### src/rtl/arb_mux4_pkg.sv
// arb_mux4_pkg
//   Shared definitions for the 4-way round-robin arbiter/mux:
//   FSM state encoding, default parameter values and the round-robin
//   search helper used by arb_mux4.
package arb_mux4_pkg;

    localparam int DEF_W        = 8;
    localparam int DEF_HOLD_MAX = 4;

    typedef enum logic {
        IDLE  = 1'b0,
        GRANT = 1'b1
    } state_e;

    // Result of one round-robin search.
    typedef struct packed {
        logic       found;
        logic [1:0] idx;
    } pick_t;

    // First set bit of r, searching upward from index p and wrapping 3->0.
    // The loop runs from the far end so the nearest hit is written last.
    function automatic pick_t rr_pick(input logic [3:0] r, input logic [1:0] p);
        pick_t      res;
        logic [1:0] i;
        res = '0;
        for (int k = 3; k >= 0; k--) begin
            i = p + 2'(k);
            if (r[i]) begin
                res.found = 1'b1;
                res.idx   = i;
            end
        end
        return res;
    endfunction

endpackage

### src/rtl/mux4x1.sv
// mux4x1
//   Single-bit 4:1 multiplexer.
//   din  [3:0] : candidate bits, din[i] selected when sel == i
//   sel  [1:0] : select
//   dout       : selected bit
module mux4x1 (
    input  logic [3:0] din,
    input  logic [1:0] sel,
    output logic       dout
);

    assign dout = din[sel];

endmodule

### src/rtl/arb_mux4.sv
// arb_mux4
//   Four-requester round-robin arbiter driving a shared registered data mux.
//   An owner keeps the grant while it requests, for at most HOLD_MAX
//   consecutive cycles; on release the next owner is chosen on the same edge
//   so back-to-back requesters see no idle gap.
//
//   clk        : clock, rising edge
//   rst_n      : asynchronous active-low reset
//   req  [3:0] : request vector
//   din  [4W]  : requester data, requester i on [i*W +: W]
//   gnt  [3:0] : registered one-hot grant, zero when idle
//   sel  [1:0] : registered owner index, holds last owner when idle
//   dout [W]   : registered muxed data (one cycle behind sel)
//   dout_valid : registered, dout carries granted data
//   busy       : FSM is in GRANT
module arb_mux4
    import arb_mux4_pkg::*;
#(
    parameter int W        = DEF_W,
    parameter int HOLD_MAX = DEF_HOLD_MAX
) (
    input  logic           clk,
    input  logic           rst_n,
    input  logic [3:0]     req,
    input  logic [4*W-1:0] din,
    output logic [3:0]     gnt,
    output logic [1:0]     sel,
    output logic [W-1:0]   dout,
    output logic           dout_valid,
    output logic           busy
);

    localparam logic [3:0] HOLD_LAST = 4'(HOLD_MAX - 1);

    state_e     state, state_n;
    logic [1:0] ptr, ptr_n;
    logic [3:0] hold_cnt, hold_n;
    logic [3:0] gnt_n;
    logic [1:0] sel_n;
    pick_t      pick_idle, pick_rel;

    // ---------------- datapath: W bit-slices of mux4x1 ----------------
    logic [W-1:0][3:0] lane_din;
    logic [W-1:0]      mux_out;

    for (genvar b = 0; b < W; b++) begin : g_lane
        assign lane_din[b] = {din[3*W+b], din[2*W+b], din[W+b], din[b]};
        mux4x1 u_mux (
            .din  (lane_din[b]),
            .sel  (sel),
            .dout (mux_out[b])
        );
    end

    // ---------------- arbitration / next state ----------------
    assign pick_idle = rr_pick(req, ptr);
    // On release the search starts just past the owner, so a force-released
    // owner that still requests is reached last.
    assign pick_rel  = rr_pick(req, sel + 2'd1);

    always_comb begin
        state_n = state;
        gnt_n   = gnt;
        sel_n   = sel;
        ptr_n   = ptr;
        hold_n  = hold_cnt;
        unique case (state)
            IDLE: begin
                if (pick_idle.found) begin
                    state_n = GRANT;
                    gnt_n   = 4'b0001 << pick_idle.idx;
                    sel_n   = pick_idle.idx;
                    hold_n  = '0;
                end
            end
            GRANT: begin
                if (req[sel] && (hold_cnt < HOLD_LAST)) begin
                    hold_n = hold_cnt + 4'd1;
                end else begin
                    ptr_n  = sel + 2'd1;
                    hold_n = '0;
                    if (pick_rel.found) begin
                        gnt_n = 4'b0001 << pick_rel.idx;
                        sel_n = pick_rel.idx;
                    end else begin
                        state_n = IDLE;
                        gnt_n   = '0;
                    end
                end
            end
            default: begin
                state_n = IDLE;
                gnt_n   = '0;
            end
        endcase
    end

    // ---------------- state and output registers ----------------
    always_ff @(posedge clk or negedge rst_n) begin
        if (!rst_n) begin
            state      <= IDLE;
            gnt        <= '0;
            sel        <= '0;
            ptr        <= '0;
            hold_cnt   <= '0;
            dout       <= '0;
            dout_valid <= 1'b0;
        end else begin
            state      <= state_n;
            gnt        <= gnt_n;
            sel        <= sel_n;
            ptr        <= ptr_n;
            hold_cnt   <= hold_n;
            // Sampled with the pre-edge sel/state so the final granted word
            // is still flagged valid on the edge that leaves GRANT.
            dout       <= mux_out;
            dout_valid <= (state == GRANT);
        end
    end

    assign busy = (state == GRANT);

endmodule

### config.mk
export PLATFORM = sky130hd
export DESIGN_NAME = arb_mux4
export DESIGN_NICKNAME = d
export VERILOG_FILES = /design/src/rtl/arb_mux4_pkg.sv /design/src/rtl/mux4x1.sv /design/src/rtl/arb_mux4.sv
export SDC_FILE = /design/constraint.sdc
export NUM_CORES = 1
export LEC_CHECK = 0
export ABC_CLOCK_PERIOD_IN_PS = 2400
export CAP_MARGIN = 25
export CORE_UTILIZATION = 35
export CTS_BUF_LIST = sky130_fd_sc_hd__clkbuf_16
export DETAILED_ROUTE_END_ITERATION = 7
export PLACE_DENSITY = 0.67
export SETUP_SLACK_MARGIN = 0.05
export SYNTH_ARGS = -nofsm -noshare
export SYNTH_HDL_FRONTEND = slang
export SYNTH_SLANG_ARGS = --single-unit
### constraint.sdc
create_clock -name clk -period 2.4 [get_ports clk]
set_input_delay 0.48 -clock clk [delete_from_list [all_inputs] [get_ports clk]]
set_output_delay 0.48 -clock clk [all_outputs]
set_load 0.1 [all_outputs]
; ---- Word level (Yosys, flattened, before mapping)
; Index checks and enable logic that the tools add are counted.
[totals]
output_inout_bits = 16
word_cells = 93
regBits = 22
inputBits = 38
[op_classes]
eq_ne = 3
n_lt_le_gt_ge = 10
n_addsub = 8
n_bitwise = 2
shifts = 2
n_reduce_logical = 4
muxes = 57
[op_table]
columns = operator, n
row1 = 1-bit binary-select mux with 2-bit select, 17
row2 = "2-bit by 3-bit less-than comparator with 1-bit output, second input constant", 9
row3 = 3-bit 2-to-1 mux, 8
row4 = 1-bit 2-to-1 mux, 20
row5 = 4-bit 2-to-1 mux, 5
row6 = 4-bit case mux with 2 select lines, 2
row7 = "2-bit adder, second input constant", 4
row8 = "1-bit by 2-bit left shift with 4-bit output, first input constant", 2
row9 = "2-bit by 1-bit adder with 2-bit output, second input constant", 3
row10 = 2-bit 2-to-1 mux, 3
row11 = "4-bit by 1-bit adder with 4-bit output, second input constant", 1
row12 = "4-bit by 2-bit less-than comparator with 1-bit output, second input constant", 1
row13 = "2-bit != test, second input constant", 2
row14 = 2-bit case mux with 2 select lines, 1
row15 = 2-bit AND reduction, 2
row16 = 3-bit AND reduction, 1
row17 = "2-bit by 1-bit != test with 1-bit output, second input constant", 1
row18 = 1-bit inverter, 2
row19 = 1-bit case mux with 2 select lines, 1
row20 = 1-bit logical AND, 1

; ---- Logic depth before layout (Yosys ltp)
; Gate-level depths: netlist of run 1.
[logic_depth]
ltp_word = 12
mapped_depth = 7
ltp_nobuf = 6

; ---- Modules after synthesis
; Synthesis of run 1 repeated with hierarchy kept, for this count alone.
[hier_totals]
hier_cells = 95
area_unflattened_um2 = 1214.9
[modules_own_cells]
columns = mod, cells_each, n_inst, area_per_inst_um2, seq_area_each_um2
row1 = arb_mux4, 87, 1, 1034.7, 550.5
row2 = mux4x1, 1, 8, 22.5, 0.0

; ---- Least setup slack after synthesis of run 1
; Ideal clock, no wire load.
[synth_path]
kind = register -> register
from = register sel[1]
to = register gnt[2]
period_less_slack_ns = 2.307
n_path_buf = 1
path_slack_ns = 0.093
arrival_time_ns = 2.187
path_stages_with_launch = 7
path_cell_list = dfrtp_1 -> buf_6 -> mux4_2 -> and3_4 -> nor2_8 -> o311ai_1 -> o21a_1
[synth_between]
elab_chain_len = 12
[synth_rtl]
columns = element, line_no
row1 = from (decl), arb_mux4.sv:27  ; output logic [1:0] sel,
row2 = from (signal assigned), arb_mux4.sv:111  ; sel <= sel_n;
row3 = 2-bit by 1-bit adder with 2-bit output, arb_mux4.sv:59  ; assign pick_rel = rr_pick(req, sel + 2'd1);
row4 = 2-bit adder, arb_mux4_pkg.sv:28  ; i = p + 2'(k);
row5 = 1-bit binary-select mux with 2-bit select, arb_mux4_pkg.sv:29  ; if (r[i]) begin
row6 = 1-bit 2-to-1 mux (not written as such), arb_mux4_pkg.sv:29
row7 = 3-bit 2-to-1 mux (4 in series), arb_mux4_pkg.sv:29
row8 = 1-bit by 2-bit left shift with 4-bit output, arb_mux4.sv:83  ; gnt_n = 4'b0001 << pick_rel.idx;
row9 = 4-bit 2-to-1 mux, arb_mux4.sv:82  ; if (pick_rel.found) begin
row10 = 4-bit 2-to-1 mux, arb_mux4.sv:77  ; if (req[sel] && (hold_cnt < HOLD_LAST)) begin
row11 = 4-bit case mux with 2 select lines, arb_mux4.sv:67  ; unique case (state)
row12 = to (signal assigned), arb_mux4.sv:110  ; gnt <= gnt_n;
row13 = to (decl), arb_mux4.sv:26  ; output logic [3:0] gnt,
; Parallel ways exist; a longest one is shown, timed or not. The select of a mux whose other input is x is not followed.
; A chain may end at the register's enable or synchronous reset.

; ---- Final worst setup path of run 1
[layout_path]
from = input req[1]
to = register gnt[2]
[layout_between]
elab_chain_len = 10
[layout_rtl]
columns = element, line_no
row1 = from (decl), arb_mux4.sv:24  ; input logic [3:0] req,
row2 = 1-bit binary-select mux with 2-bit select, arb_mux4_pkg.sv:29
row3 = 1-bit 2-to-1 mux (not written as such), arb_mux4_pkg.sv:29
row4 = 3-bit 2-to-1 mux (4 in series), arb_mux4_pkg.sv:29
row5 = 1-bit by 2-bit left shift with 4-bit output, arb_mux4.sv:83
row6 = 4-bit 2-to-1 mux, arb_mux4.sv:82
row7 = 4-bit 2-to-1 mux, arb_mux4.sv:77
row8 = 4-bit case mux with 2 select lines, arb_mux4.sv:67
; Parallel ways exist; a longest one is shown, timed or not. The select of a mux whose other input is x is not followed.

==> run metrics, run 1 <==
status complete, no violations; relative slew slack 72.1%; Min-Delay Path Class register to register; Worst Path Max Fanout 10; Syn-to-layout area delta 52.5%; placed cells 206; root buf cell clkbuf_16; Core Rows 21; initial DRC count 13; CTS sink count 22; Initial Utilization 37.3%; clk_skew 0.00317 ns; Seq/Total Area, Yosys 43.2%; RSZ-0062 raised after global routing false; Crit path max-delay family buffers and inverters; Filler cells 299; CP arrival 2.21 ns; warnings from Yosys 0; Final min period 2.06 ns; most frequent cells in the layout clkdlybuf4s50_1 (37), buf_4 (23), dfrtp_1 (22), mux4_2 (9), a21oi_1 (9); Post-route DRC 0; final setup vio count 0; clock slew at reported path FFs 0.06 ns; layout cells sized above 1 26.8%; leakage 0.817 nW; first-pass GRT wire length 5.20 mm; vias in the first global route 1,142; placed instance area 1860 µm²; CTS tree done; fin cells 210; syn nets 145; Post-CTS Setup Bufs 0; Inserted Diodes 0; Fin. Hold Viols 0; HPWL Detailed 2.30 mm; height of the die 62.3 µm; Global Route Usage Sum 17.2%; top cells by area, synth dfrtp_1 (43%), mux4_2 (16%), a21oi_1 (3.5%); CTS Hold Bufs 0; fin nets 204; CP bufs+invs 1; delay of the slowest critical-path stage 0.60 ns; synthesized instance count 106; post_cts resized 0; Cell Pwr Density 1510 nW/µm²; Vias 1,076; final worst-path cycle share 85.8%; num ports 54; antenna violations before repair 0; crit start category input pin; Antenna Nets Post-Route 0; Post-Route WL 2.98 mm; Max Cap Viol 0; commonest non-fill, non-tap cell in the layout clkdlybuf4s50_1; Pre-antenna DRT Iters 4; die area 3880 µm²; Core Footprint 3420 µm²; DR WL/cell 14.2 µm; Fmax achieved 485 MHz; Avg Cell Area, Syn 12.0 µm²; clock buffer depth 2; Crit. End Element register; Yosys top cell by area dfrtp_1; Peak VDD IR 0.438 mV; H-tree depth 1; Skew-Pair Late Insertion Delay 0.25 ns; Inserted Clock Buffers 3; Synth cell types 41; fin area 1940 µm²; port bufs 53; Worst Max-Slew Pin Slew 0.418 ns; largest net degree at the start of global routing 23; Synth Cell Area 1270 µm²; critical path class input pin to register; post-synthesis sequential element count 22; Via density 5.12; post-synth top area share 43.2%; cell breakdown of the critical path clkdlybuf4s50_1 > mux4_2 > and3_4 > nor2_8 > o311ai_1 > o21a_1; routability cong. 0.833; Die W 62.3 µm; Setup TNS 0 ns; Overflow after GRT 0; Worst EP required 2.55 ns; slowest cell on the critical path clkdlybuf4s50_1; Max Slew Vio Count 0
layout make-up:
| type | count | area (µm²) | area share (%) |
|---|---|---|---|
| multi-input combinational | 72 | 657 | 33.8 |
| timing repair buffer | 62 | 583 | 30.0 |
| sequential | 22 | 551 | 28.4 |
| clock buffer | 3 | 75.1 | 3.87 |
| tap | 46 | 57.6 | 2.96 |
| inverter | 4 | 15.0 | 0.773 |
| clock inverter | 1 | 3.75 | 0.193 |
layer usage:
layer  part of all wire (%)  GRT usage (%)  up-vias  routed length [µm]
li1                       -              -      512                   -
met1                     43           20.3      510                1270
met2                     47           29.5       50                1410
met3                    8.4           4.60        4                 249
met4                    1.6           6.98        0                  49
met5                      0              0        -                   0
state kept, by name (all words and copies together) (netlist names):
signal,count
busy,1
gnt,4
sel,2
dout_valid,1
hold_cnt,4
ptr,2
dout,8
worst reg2reg max path: cells and delay by family, from the launching register on:
kind	cells	cell delay, ns
compound gates	2	0.23
flops	1	0.58
mux	1	0.57
simple gates	2	0.36
worst paths after layout:
check,start,endpoint,slack (ns),cells past startpoint
worst min register to register,gnt[2],gnt[2],0.50,1
min in group asynchronous,rst_n,dout_valid,0.57,2
worst max-delay path,req[1],gnt[2],0.34,6
worst min-delay path,gnt[2],gnt[2],0.50,1
max in group asynchronous,rst_n,dout[1],1.61,2
worst max register to register,sel[1],gnt[2],0.56,5
logic make-up after synthesis:
family,count (synthesis),synth area share (%)
DFF,22,43.2
AOI/OAI and AO/OA,26,13.7
and+or+nand+nor,31,17.1
buffers and inverters,12,5.21
xor gates and xnor gates,1,0.688
adders and majority gates,1,0.982
muxes,13,19.2
synthesized netlist by cell type (all sizes together):
library cell,number
clkbuf,2
a31oi,2
o22ai,2
a311oi,1
o221ai,1
o21ai,1
and3,3
o311ai,1
a22o,1
nor4,1
xnor2,1
a22oi,1
and3b,1
o211ai,1
a221oi,1
o32a,1
a211oi,1
a21oi,9
nand2b,5
nor2b,3
nand3,1
nor3,1
nor2,11
mux4,9
dfrtp,22
mux2,1
a21o,1
inv,4
nand3b,2
or3b,1
nand2,2
o21a,2
buf,6
mux2i,3
ha,1
power breakdown:
part           internal (mW)  total [mW]  switching [mW]
sequential             0.526       0.647           0.121
combinational          0.636        1.94            1.31
clock                  0.222       0.348           0.126
total                   1.38        2.94            1.55
per-stage QoR:
step / total power, mW / util [%] / setup slack [ns] / hold slack [ns]
final: 2.94 / 56.8 / 0.340 / 0.498
after global placement: 2.58 / 54.5 / 0.136 / 0.488
after global routing: 3.07 / 56.8 / 0.207 / 0.539
after CTS: 2.95 / 56.8 / 0.349 / 0.502
after floorplan: 2.13 / - / 0.0927 / 0.184
after detailed placement: 2.60 / 54.5 / 0.0814 / 0.489
Note: power is estimated with default switching activity, not from simulation.
==> run 2: changes to the inputs <==
Settings changed: SLEW_MARGIN set to 20.
==> results of run 2 <==
No change in the layout: final DEF, timing and power equal those of run 1.
